--- src/rtl/seg_pkg.sv ---
// Shared constants for the 7-segment scan driver: hex glyph table
// and all-off codes for segments and anodes.
package seg_pkg;

    localparam int MAX_DIGITS = 8;

    // Active-low gfedcba, entry 0 is glyph '0'
    localparam logic [0:15][6:0] SEG_TABLE = {
        7'h40, 7'h79, 7'h24, 7'h30,
        7'h19, 7'h12, 7'h02, 7'h78,
        7'h00, 7'h10, 7'h08, 7'h03,
        7'h46, 7'h21, 7'h06, 7'h0E
    };

    localparam logic [7:0] SEG_OFF = 8'hFF;
    localparam logic [MAX_DIGITS-1:0] ANODE_OFF = '1;

endpackage

--- src/rtl/seg_scan_driver_decoder.sv ---
// Combinational hex nibble to active-low gfedcba segment decoder.
module seg_decoder
    import seg_pkg::*;
(
    input  logic [3:0] nibble,
    output logic [6:0] seg
);

    assign seg = SEG_TABLE[nibble];

endmodule

--- src/rtl/seg_scan_driver.sv ---
// Time-multiplexed common-anode 7-segment scanner with tear-free shadow data.
// Optional leading-zero blanking is enabled by defining SEG_LZ_BLANK_EN.
module seg_scan_driver
    import seg_pkg::*;
#(
    parameter int DIGITS    = 8,
    parameter int SCAN_DIV  = 100000,
    parameter int BLANK_CYC = 16
) (
    input  logic                  clk,
    input  logic                  rst_n,
    input  logic                  en,
    input  logic [4*DIGITS-1:0]   data,
    input  logic [DIGITS-1:0]     dp,
    output logic [7:0]            seg,
    output logic [DIGITS-1:0]     an,
    output logic [((DIGITS > 1) ? $clog2(DIGITS) : 1)-1:0] digit_idx,
    output logic                  frame_done
);

    localparam int IW = (DIGITS > 1) ? $clog2(DIGITS) : 1;
    localparam int DW = (SCAN_DIV > 1) ? $clog2(SCAN_DIV) : 1;
    localparam logic [DW-1:0] DIV_LAST = DW'(SCAN_DIV - 1);
    localparam logic [IW-1:0] IDX_LAST = IW'(DIGITS - 1);
    localparam logic [DW-1:0] BLANK_END = DW'(BLANK_CYC);
    localparam logic [DIGITS-1:0] AN_OFF = ANODE_OFF[DIGITS-1:0];

    logic [DW-1:0]         divider;
    logic                  load_pending;
    logic [4*DIGITS-1:0]   sh_data;
    logic [DIGITS-1:0]     sh_dp;
    logic [DIGITS-1:0]     an_nxt;
    logic [7:0]            seg_nxt;
    logic [4*DIGITS-1:0]   cur_data;
    logic [DIGITS-1:0]     cur_dp;
    logic [3:0]            nib;
    logic [6:0]            dec;
    logic                  term;
    logic                  wrap;
    logic                  load;
    logic                  in_blank;
    logic                  lz_blank;

    assign term     = (divider == DIV_LAST);
    assign wrap     = term && (digit_idx == IDX_LAST);
    assign load     = en && (load_pending || wrap);
    assign in_blank = (BLANK_CYC != 0) && (divider < BLANK_END);
    assign frame_done = en && wrap;

    // The first slot after a (re)load must already see the new word
    assign cur_data = load_pending ? data : sh_data;
    assign cur_dp   = load_pending ? dp   : sh_dp;
    assign nib      = cur_data[{digit_idx, 2'b00} +: 4];

    seg_decoder u_dec (
        .nibble (nib),
        .seg    (dec)
    );

`ifdef SEG_LZ_BLANK_EN
    logic [IW-1:0] lz_new;
    logic [IW-1:0] lz_q;
    logic [IW-1:0] lz_cur;

    always_comb begin
        lz_new = '0;
        for (int i = 1; i < DIGITS; i++) begin
            if (data[4*i +: 4] != 4'h0 || dp[i])
                lz_new = IW'(i);
        end
    end

    assign lz_cur   = load_pending ? lz_new : lz_q;
    assign lz_blank = (digit_idx > lz_cur);

    always_ff @(posedge clk) begin
        if (!rst_n)
            lz_q <= '0;
        else if (load)
            lz_q <= lz_new;
    end
`else
    assign lz_blank = 1'b0;
`endif

    always_comb begin
        an_nxt  = AN_OFF;
        seg_nxt = SEG_OFF;
        if (!in_blank && !lz_blank) begin
            an_nxt[digit_idx] = 1'b0;
            seg_nxt = {~cur_dp[digit_idx], dec};
        end
    end

    always_ff @(posedge clk) begin
        if (!rst_n) begin
            divider      <= '0;
            digit_idx    <= '0;
            load_pending <= 1'b1;
            sh_data      <= '0;
            sh_dp        <= '0;
            an           <= AN_OFF;
            seg          <= SEG_OFF;
        end else if (!en) begin
            divider      <= '0;
            digit_idx    <= '0;
            load_pending <= 1'b1;
            an           <= AN_OFF;
            seg          <= SEG_OFF;
        end else begin
            if (load) begin
                sh_data      <= data;
                sh_dp        <= dp;
                load_pending <= 1'b0;
            end
            if (term) begin
                divider   <= '0;
                digit_idx <= (digit_idx == IDX_LAST) ? '0 : digit_idx + 1'b1;
            end else begin
                divider <= divider + 1'b1;
            end
            an  <= an_nxt;
            seg <= seg_nxt;
        end
    end

endmodule

--- config.mk ---
export PLATFORM = sky130hd
export DESIGN_NAME = seg_scan_driver
export DESIGN_NICKNAME = d
export VERILOG_FILES = /design/src/rtl/seg_pkg.sv /design/src/rtl/seg_scan_driver_decoder.sv /design/src/rtl/seg_scan_driver.sv
export SDC_FILE = /design/constraint.sdc
export NUM_CORES = 1
export LEC_CHECK = 0
export ABC_AREA = 1
export BUFFER_PORTS_ARGS = -buffer_cell sky130_fd_sc_hd__buf_2
export CORE_UTILIZATION = 30
export CTS_BUF_LIST = sky130_fd_sc_hd__clkbuf_2
export CTS_CLUSTER_DIAMETER = 200
export DETAILED_ROUTE_END_ITERATION = 8
export RECOVER_POWER = 25
export SLEW_MARGIN = 40
export SYNTH_ARGS = -nofsm -noshare
export SYNTH_HDL_FRONTEND = slang
export SYNTH_SLANG_ARGS = --single-unit
--- constraint.sdc ---
create_clock -name clk -period 5.7 [get_ports clk]
set_input_delay 1.71 -clock clk [delete_from_list [all_inputs] [get_ports clk]]
set_output_delay 1.71 -clock clk [all_outputs]
set_load 0.005 [all_outputs]
---- Yosys cells after proc, flatten, opt, wreduce, memory -nomap -nowiden ----
Memory sizes are Yosys's and may differ from the RTL's. A register that Yosys moved wholly into a read port is not among the register bits.
Cells that the tools add are included.
storage, ports and cells
  RAM bits ................................ 0
  logic and storage cells ................. 40
  bits in registers ....................... 77
  output and inout bits ................... 20
  ROM bits ................................ 112
  bits of input ports ..................... 43
  bits in latches ......................... 0
  memories ................................ 1
cells by class
  bitwise gates (word level) .............. 5
  $lt $le $gt $ge ......................... 4
  multiply operators ...................... 0
  mux-type cells .......................... 9
  equality and inequality tests ........... 2
  reduce and logical (&&, ||, !) cells .... 9
  add/sub/neg operators ................... 2
  div/mod/pow operators ................... 0
  shift operators ......................... 1
memory list
  memory           words  bits a word  rd ports  clocked after memory_dff  write ports  line                          RTL
  (no name shown)  16     7            1         1                         0            seg_scan_driver_decoder.sv:9  assign seg = SEG_TABLE[nibble];
operator list
  cell                                                                number
  2-to-1 mux 32 bit                                                   1
  variable part select 32 x 6 -> 4 bit                                1
  adder 17 x 1 -> 17 bit (second input constant)                      1
  == test 17 bit (second input constant)                              1
  < comparator 17 x 5 -> 1 bit (second input constant)                1
  2-to-1 mux 7 bit                                                    2
  2-to-1 mux 8 bit                                                    1
  NOT 8 bit                                                           1
  OR reduction 3 bit                                                  2
  greater-or-equal comparator 5 bit (second input constant)           1
  NOT 4 -> 5 bit                                                      1
  logical AND 1 bit                                                   4
  < comparator 3 x 4 -> 1 bit (second input constant)                 1
  AND reduction 2 bit                                                 2
  adder 3 x 1 -> 3 bit (second input constant)                        1
  binary-select mux 1 bit (select 3 bit)                              1
  demux 1 bit (select 3 bit)                                          1
  == test 3 bit (second input constant)                               1
  greater-or-equal comparator 3 x 1 -> 1 bit (second input constant)  1
  2-to-1 mux 3 bit                                                    1
  NOT 1 bit                                                           3
  2-to-1 mux 1 bit                                                    2
  logical OR 1 bit                                                    1

---- Depth between registers and ports, before layout ----
Gate-level depths: netlist of the first run.
  depth in word-level cells ............... 6
  gate-level depth with buffers ........... 15
  depth with buffers taken out ............ 14

---- Modules after synthesis ----
From an unflattened synthesis of the first run, not the netlist that was laid out.
unflattened totals
  cells, all modules ...................... 642
  area total of the unflattened synthesis .. 4355.4 sq um
modules (own cells, without submodules)
  module           times used  sequential area each (sq um)  cells an instance  area an instance (sq um)
  seg_scan_driver  1           1541.5                        593                4081.4
  seg_decoder      1           0.0                           49                 274.0

---- Worst setup path before layout of the first run ----
OpenSTA, ideal clock, no wires.
  path type ............................... input -> output
  start ................................... input en
  end ..................................... output frame_done
  buffers on the path ..................... 0
  arrival ................................. 1.840 ns
  slack ................................... 2.150 ns
  data required time ...................... 3.990 ns
  cell stages on the path ................. 2
  path through ............................ inv_1 nor2_1
on the way
  longest elaborated chain between the ends .. 1
RTL lines
  element            line                   RTL
  from (decl)        seg_scan_driver.sv:12  input logic en,
  logical AND 1 bit  seg_scan_driver.sv:48  assign frame_done = en && wrap;
  to (decl)          seg_scan_driver.sv:18  output logic frame_done
Every way passes these cells.

---- Worst setup path after layout of the first run ----
Ends and elaborated chain as after synthesis.

==> results by group, run 1 <==
Critical path
  – Top delay family on crit path: buffers and inverters
  – Crit path launch type: primary input
  – CP max stage cell: nor2_1
  – Setup CP Type: primary input to primary output
  – Slowest stage delay, CP: roughly 140 ps
  – Worst path arrival time: ~2200 ps
  – Buf/Inv on CP: 3
  – Crit end category: primary output
  – Critical Path RT: 3990 ps
  – CP most frequent cell: buf_2
  – Worst-path fanout max: 4
  – CP cell instances: buf_2 -> inv_1 -> nor2_1 -> buf_2

Routing
  – Vias per cell: ~4.6
  – WL/cell: about 13 um
  – DRT Wirelength: 10.6 mm
  – TritonRoute pass-1 iters: 5
  – Routed Antenna Nets: 0
  – 1st-iter DRT viols: between 200 and 300
  – Vias: ~3.8k
  – DRC Markers: 0

GRT
  – Global-route wire length before repair: about 18 mm
  – Vias in the first global route: 3579
  – GR Overflow Total: 0
  – Gr usage total: between 10% and 20%
  – Antenna violations before repair: 0
  – Pin count of the biggest net entering global routing: between 40 and 50

Clocking
  – Clock sink count: slightly below 80
  – Post-CTS Repair Setup Buffers: 0
  – Clock Path Buffers: 2
  – CTS H-tree lvls: 3
  – Clock slew at reported path FFs: roughly 220 ps
  – Hold Buf Count CTS: 0
  – CTS tree: yes
  – Post-CTS sizing: 0
  – CTS buffer count: 9
  – Worst skew pair latency: 590 ps
  – Root Driver: clkbuf_2

Synthesis
  – Ys Warns: 0
  – Synth top area share: 37.7%
  – Seq cells post-synth: 77
  – Cell area after synthesis: 4090 um2
  – Post-Synthesis Cells: 615
  – Post-synthesis sequential area ratio: approximately 38%
  – Synth cell types: 33
  – Syn nets: between 600 and 700
  – Asr flop ratio synth: 0%
  – Post-synth EDFFs: 0
  – Leading area contributor after synthesis: dfxtp_1
  – Largest cells by area after synthesis: dfxtp_1 38%, nand2_1 14%, nor2_1 7.8%
  – Top FF cell, synth: dfxtp_1
  – Synth Area per Inst: between 6 and 7 um2

Floorplanning
  – FP Rows: 42
  – DIE HEIGHT: 119 um
  – Die area: about 14000 um2
  – I/O pins: 63
  – Core footprint: 13300 um2
  – Initial Utilization: between 30% and 40%
  – Die Wd: 119 um

STA
  – RSZ-0062 raised after global routing: false
  – Final slew viol count: 42
  – Period utilization: 68.0%
  – Fin worst setup slack: around 1800 ps
  – Fmax: roughly 260 MHz
  – Slew margin rel.: -9.79%
  – Minimum clock period: 3880 ps
  – Slew @ Worst Pin: ~1600 ps
  – Hold Vio Cnt, Final: 0
  – Worst Skew: about 26 ps
  – Setup TNS: 0 ps
  – Final setup vio count: 0

Place
  – GP Congestion: roughly 0.8
  – Hpwl dp: 7.02 mm
  – Place WS: ~1800 ps
  – Port Buffers: between 60 and 70

Final layout
  – Post-layout util: 34.1%
  – # nets final: 710
  – Synth-to-Final Area Change: 10.7%
  – Layout cells sized above 1: between 10% and 20%
  – N_diodes: 0

Pwr
  – Tot Pwr: between 1 and 1.5 mW
  – Leakage power: just over 2 nW
  – P per Cell Area: 225 nW/um2
  – Worst VDD drop: 91.8 uV

Job
  – Max-cap viol count: 1

Run status
  – Status: complete, but fails checks
  – Violated checks: capacitance limit, slew limit

Worst hold path
  – HP Class: flop to flop
-- layout by cell type, fill, tap and decap left out, types with 2 or more instances in the layout --
cell and n:
dfxtp_1 76, nor3_1 6, clkbuf_2 10, clkinvlp_4 2
inv_1 68, o211ai_2 2, o21ai_0 58, nor3_2 2
nand3_2 2, buf_4 2, clkinv_2 2, o211ai_1 7
nor2_1 85, o21ai_1 12, nand3_1 25, buf_2 61
a21oi_1 56, nand2_1 154, nand4_1 2, nor2_2 3
xor2_1 2, ha_1 7, o21a_1 2, inv_2 2
nor4_1 4
-- power breakdown --
part	switching, mW	leakage, nW	internal, mW
Sequential	0.0102	0.632	0.562
Clock	0.211	0.0679	0.102
Combinational	0.0870	1.35	0.0497
Total	0.308	2.05	0.714
-- final cells by class --
class | instances | area [um2]
Clock inverter | 6 | 63.8
Timing Repair Buffer | 64 | 324
Fill cell | 1478 | 8760
Inverter | 71 | 269
Tap cell | 176 | 220
Multi-Input combinational cell | 437 | 2060
Sequential cell | 77 | 1540
Clock buffer | 10 | 50.0
-- state kept, by name (all words and copies together), names as in the netlist --
register      count
an                8
digit_idx         3
divider          17
load_pending      1
seg               8
sh_data          32
sh_dp             8
-- worst register-to-register path: stages, from the launching register on --
cell and delay, ps:
dfxtp_2 690, ha_1 230, ha_1 230, nand3b_4 470
nand2_4 580, o21ai_0 160, nor2_1 170
-- kinds of logic after synthesis --
family | count (synthesis) | share of synthesized area (%)
buf+inv | 101 | 12.0
xor+xnor | 3 | 0.642
mux | 1 | 0.245
compound gates | 139 | 18.1
simple gates | 287 | 29.2
fa+ha+maj | 7 | 2.14
flops | 77 | 37.7
-- cells in the mapped netlist (2+ instances only) --
cell type  number
nand2_1       154
nor2_1         85
dfxtp_1        77
inv_1          68
a21oi_1        56
o21ai_0        46
nand3_1        25
o21ai_1        24
buf_6          12
clkbuf_1        9
ha_1            7
o211ai_1        7
buf_2           6
nor3_1          6
nor4_1          4
buf_4           3
nor2_2          3
inv_2           2
nand3_2         2
nand4_1         2
nor3_2          2
o211ai_2        2
o21a_1          2
xor2_1          2
-- layer usage --
layer | vias to the layer above | part of all wire, % | global-route usage [%]
met5 | - | 0 | 0
li1 | 2056 | - | -
met3 | 20 | 3.9 | 2.78
met4 | 0 | 2.6 | 8.23
met1 | 1676 | 50 | 21.1
met2 | 92 | 44 | 25.0
-- stage by stage --
| stage | cell area, um2 | std cells | hold WS [ps] |
|---|---|---|---|
| after floorplan | 4090 | 615 | 418 |
| after global placement | 4420 | 825 | 436 |
| after detailed placement | 4420 | 825 | 438 |
| after CTS | 4530 | 841 | 472 |
| after global routing | 4530 | 841 | 497 |
| final | 4530 | 841 | 464 |
-- worst paths after layout --
path                              endpoint                       from  slack [ps]  cells after the start
setup reg to reg  sh_data[15]$_SDFFE_PN0P_  digit_idx[0]$_SDFFE_PN0N_        3120                      6
hold / removal       divider[0]$_SDFF_PP0_      divider[0]$_SDFF_PP0_         460                      1
setup / recovery                frame_done                         en        1820                      4
hold reg to reg      divider[0]$_SDFF_PP0_      divider[0]$_SDFF_PP0_         460                      1
Power figures use the tool's default switching activity.
==> inputs of run 2 (changes only) <==
==> constraint.sdc (replaced) <==
create_clock -name clk -period 3.15 [get_ports clk]
set_input_delay 0.945 -clock clk [delete_from_list [all_inputs] [get_ports clk]]
set_output_delay 0.945 -clock clk [all_outputs]
set_load 0.005 [all_outputs]
==> results by group, run 2 (synthesis gave the netlist of run 1 again) <==
STA
  – Final setup vio count: 0
  – Final slew viol count: 0
  – Minimum clock period: about 2800 ps
  – RSZ-0062 raised after global routing: false
  – Setup TNS: 0 ps
  – Hold Vio Cnt, Final: 0
  – Slew margin rel.: between 40% and 50%
  – Slew @ Worst Pin: between 700 and 800 ps
  – Worst Skew: 44.1 ps
  – Period utilization: 88.2%
  – Fmax: ~360 MHz

Place
  – Post-placement cell count: 830
  – Area post-placement: around 4500 um2
  – Hpwl dp: slightly above 7 mm
  – Port Buffers: 62
  – GP Congestion: ~0.82

Routing
  – Vias per cell: ~4.5
  – 1st-iter DRT viols: roughly 280
  – Routed Antenna Nets: 0
  – Vias: between 3k and 4k
  – DRC Markers: 0
  – WL/cell: approximately 12 um
  – TritonRoute pass-1 iters: 4
  – DRT Wirelength: between 10 and 15 mm

Clocking
  – Post-CTS Repair Setup Buffers: 0
  – Worst skew pair latency: 530 ps
  – Clock sink count: slightly below 80
  – CTS H-tree lvls: 3
  – Clock slew at reported path FFs: 200 ps
  – CTS tree: yes
  – Hold Buf Count CTS: 0
  – Clock Path Buffers: 2
  – CTS buffer count: 9
  – Post-CTS sizing: 0
  – Root Driver: clkbuf_2

Critical path
  – CP startpoint: digit_idx[0]$_SDFFE_PN0N_
  – Slowest stage delay, CP: just over 500 ps
  – Reg2Reg Setup Slack: around 640 ps
  – Critical Path RT: ~2200 ps
  – Crit Reg-Reg Startpoint: load_pending$_SDFFE_PN1P_
  – Reg2Reg Depth: 11
  – Crit end category: primary output
  – Worst path arrival time: about 1800 ps
  – CP most frequent cell: ha_1
  – Crit path launch type: flop
  – CP cell instances: ha_1 -> ha_1 -> nand3_1 -> nor2_1 -> buf_2
  – CP max stage cell: dfxtp_1
  – Worst-path fanout max: 6
  – Setup CP Type: flop to primary output

Final layout
  – N_diodes: 0
  – Post-route insts no fill: between 800 and 900
  – Synth-to-Final Area Change: 10.3%
  – Most frequent standard cell in the layout excluding fill and tap cells: nand2_1
  – Largest Register: sh_data
  – Layout cells sized above 1: 14.3%
  – Biggest regs: sh_data (32), divider (17)
  – Filler instances: about 1.5k
  – Most frequent cells in the layout: 154 x nand2_1, 85 x nor2_1, 77 x dfxtp_1
  – # nets final: between 700 and 800
  – Max reg flops: 32
  – Cell area after layout: ~4500 um2

GRT
  – Antenna violations before repair: 2
  – Vias in the first global route: approximately 3.6k
  – GR Overflow Total: 0
  – Pin count of the biggest net entering global routing: 43
  – Gr usage total: around 16%
  – Global-route wire length before repair: 17.5 mm

Floorplanning
  – Initial Utilization: between 30% and 40%
  – DIE HEIGHT: 119 um
  – I/O pins: between 60 and 70
  – Die area: approximately 14000 um2
  – Core footprint: about 13000 um2
  – FP Rows: 42
  – Die Wd: 119 um

Worst hold path
  – Hold Path Cell Cnt: 1
  – HP Class: flop to flop
  – Min-delay src: divider[0]$_SDFF_PP0_

Pwr
  – Leakage power: 2.06 nW
  – P per Cell Area: 382 nW/um2
  – Worst VDD drop: 108 uV

Run status
  – Status: finished, final reports clean

Job
  – Max-cap viol count: 0
## run 2: cell types whose count changed in the layout (fill, tap and decap cells not counted), sizes merged
cell,previous run,this run
buf,63,67
clkbuf,11,14
clkinvlp,2,0
bufinv,1,0
## run 2: path summary, 6_finish.rpt
check	to
worst min register to register	divider[0]$_SDFF_PP0_
worst max register to register	seg[0]$_SDFF_PP1_
worst max-delay path	frame_done
worst min-delay path	divider[0]$_SDFF_PP0_
## run 2: area by class of cell
cell class                 count  area [um2]  share of cell area [%]
inverter                      71         269                    5.96
tap                          176         220                    4.88
multi-input combinational    437        2050                    45.4
clock buffer                  12        60.1                    1.33
sequential                    77        1540                    34.1
timing repair buffer          69         359                    7.95
clock inverter                 3        13.8                   0.305
## run 2: critical path, delay by kind of cell, from the launching register on
| family | cells | cell delay (ps) |
|---|---|---|
| DFF | 1 | 510 |
| adders and majority gates | 2 | 430 |
| and+or+nand+nor | 2 | 230 |
| buffers and inverters | 1 | 130 |
## run 2: power by group
part	internal, mW	switching, mW
Sequential	1.02	0.0194
Clock	0.105	0.335
Combinational	0.0921	0.156
Total	1.21	0.510
## run 2: metal layers
metal	global-route usage, %	share of wire [%]	wire length [um]	up-vias
li1	-	-	-	2065
met1	20.4	48	5060	1677
met2	24.7	46	4840	80
met3	3.64	4.4	462	15
met4	5.93	1.5	155	4
met5	0	0.26	27	-
## run 2: metrics by stage
step	hold slack, ps	worst slack (ps)	utilization (%)	power (mW)
floorplan	418	1020	-	1.24
detailed placement	438	679	33.5	1.30
global route	504	219	34.0	1.83
CTS	470	294	34.1	1.74
finish	462	372	34.0	1.72
global placement	433	695	33.5	1.30
==> inputs of run 3 (changes only) <==
--- a/config.mk
+++ b/config.mk
@@ -7,10 +7,12 @@
 export LEC_CHECK = 0
 export ABC_AREA = 1
 export BUFFER_PORTS_ARGS = -buffer_cell sky130_fd_sc_hd__buf_2
+export CORE_ASPECT_RATIO = 1.1
 export CORE_UTILIZATION = 30
 export CTS_BUF_LIST = sky130_fd_sc_hd__clkbuf_2
 export CTS_CLUSTER_DIAMETER = 200
 export DETAILED_ROUTE_END_ITERATION = 8
+export GPL_ROUTABILITY_DRIVEN = 0
 export RECOVER_POWER = 25
 export SLEW_MARGIN = 40
 export SYNTH_ARGS = -nofsm -noshare
==> results by group, run 3 (synthesis gave the netlist of run 1 again) <==
Routing
  – WL/cell: between 10 and 15 um
  – Routed Antenna Nets: 0
  – TritonRoute pass-1 iters: 4
  – Vias: between 3k and 4k
  – 1st-iter DRT viols: ~250
  – DRC Markers: 0
  – DRT Wirelength: ~11 mm
  – Vias per cell: 4.53

STA
  – Slew margin rel.: 43.7%
  – Final hold slack: 459 ps
  – Fmax: 361 MHz
  – RSZ-0062 raised after global routing: false
  – Worst Skew: between 15 and 20 ps
  – Minimum clock period: between 2000 and 3000 ps
  – Final slew viol count: 0
  – Period utilization: 87.8%
  – Slew @ Worst Pin: approximately 840 ps
  – Fin worst setup slack: around 380 ps
  – Hold Vio Cnt, Final: 0
  – Setup TNS: 0 ps
  – Final setup vio count: 0

Floorplanning
  – DIE HEIGHT: 125 um
  – Initial Utilization: a little under a third
  – Core footprint: ~13000 um2
  – Die area: around 14000 um2
  – Die Wd: between 100 and 150 um
  – I/O pins: between 60 and 70
  – FP Rows: 44

Clocking
  – Hold Buf Count CTS: 0
  – Post-CTS sizing: 0
  – Clock sink count: 77
  – Post-CTS Repair Setup Buffers: 0
  – Clock slew at reported path FFs: 200 ps
  – CTS tree: yes
  – CTS H-tree lvls: 3
  – Root Driver: clkbuf_2
  – Worst skew pair latency: 520 ps
  – CTS buffer count: 9
  – Clock Path Buffers: 2

Pwr
  – Leakage power: 2.05 nW
  – P per Cell Area: 381 nW/um2
  – Worst VDD drop: 127 uV

GRT
  – GR Overflow Total: 0
  – Gr usage total: about 16%
  – Global-route wire length before repair: around 18 mm
  – Pin count of the biggest net entering global routing: 44
  – Vias in the first global route: ~3.5k
  – Antenna violations before repair: 1

Final layout
  – Max reg flops: 32
  – Layout cells sized above 1: about 14%
  – Post-route insts no fill: roughly 850
  – Filler instances: approximately 1.5k
  – Biggest regs: sh_data (32), divider (17)
  – Most frequent cells in the layout: 154 x nand2_1, 85 x nor2_1, 77 x dfxtp_1
  – # nets final: around 710
  – Most frequent standard cell in the layout excluding fill and tap cells: nand2_1
  – Synth-to-Final Area Change: 10.2%
  – Largest Register: sh_data

Critical path
  – CP most frequent cell: ha_1
  – CP max stage cell: dfxtp_1
  – Critical Path RT: roughly 2200 ps
  – Worst-path fanout max: 6
  – Worst path arrival time: 1820 ps
  – Crit path launch type: flop
  – Slowest stage delay, CP: 520 ps
  – CP cell instances: ha_1 -> ha_1 -> nand3_1 -> nor2_1 -> buf_2
  – Setup CP Type: flop to primary output
  – Crit end category: primary output

Place
  – Place WS: 638 ps
  – Hpwl dp: ~7.3 mm
  – Post-placement cell count: 836
  – Port Buffers: 62

Run status
  – Status: finished, final reports clean

Job
  – Max-cap viol count: 0

Worst hold path
  – HP Class: flop to flop
## run 3: changes by cell type in the layout (fill, tap and decap cells not counted), sizes merged
cell and change:
buf -2, clkbuf -1, clkinv +1, diode +1
## run 3: report_power, final
| group | internal, mW | switching, mW | total [mW] |
|---|---|---|---|
| sequential | 1.02 | 0.0188 | 1.04 |
| clock | 0.0978 | 0.337 | 0.435 |
| combinational | 0.0907 | 0.158 | 0.249 |
## run 3: layout make-up
type / instances / area (um2) / area share [%]
Antenna cell: 1 / 2.50 / 0.0555
Clock buffer: 11 / 55.1 / 1.22
Clock inverter: 4 / 16.3 / 0.361
Inverter: 71 / 269 / 5.96
Multi-Input combinational cell: 437 / 2050 / 45.5
Sequential cell: 77 / 1540 / 34.2
Tap cell: 184 / 230 / 5.10
Timing Repair Buffer: 67 / 344 / 7.63
## run 3: per-stage QoR
stage | cell area, um2 | power, mW | utilization (%)
6_report | 4510 | 1.72 | 34.0
5_1_grt | 4510 | 1.83 | 34.0
4_1_cts | 4520 | 1.74 | 34.1
3_5_place_dp | 4450 | 1.30 | 33.5
3_3_place_gp | 4450 | 1.30 | 33.5
2_1_floorplan | 4090 | 1.24 | -
## run 3: critical path, delay by kind of cell, from the launching register on
family                   cells  cell delay [ps]
adder cells (fa/ha/maj)      2              450
flip-flops                   1              520
buffers and inverters        1              110
AND/OR/NAND/NOR              2              220
## run 3: final timing paths
path                                   from                        to  slack [ps]  cells past startpoint
hold reg to reg       divider[0]$_SDFF_PP0_     divider[0]$_SDFF_PP0_         460                      1
setup / recovery  digit_idx[0]$_SDFFE_PN0N_                frame_done         380                      5
hold / removal        divider[0]$_SDFF_PP0_     divider[0]$_SDFF_PP0_         460                      1
setup reg to reg  load_pending$_SDFFE_PN1P_  sh_data[21]$_SDFFE_PN0P_         530                      5
## run 3: routing by layer
layer / routed length [um] / vias to the layer above / track usage (%)
met5: 0 / - / 0
met4: 82 / 0 / 5.11
met3: 471 / 7 / 3.65
met2: 5180 / 61 / 25.8
met1: 4970 / 1734 / 20.7
li1: - / 2058 / -
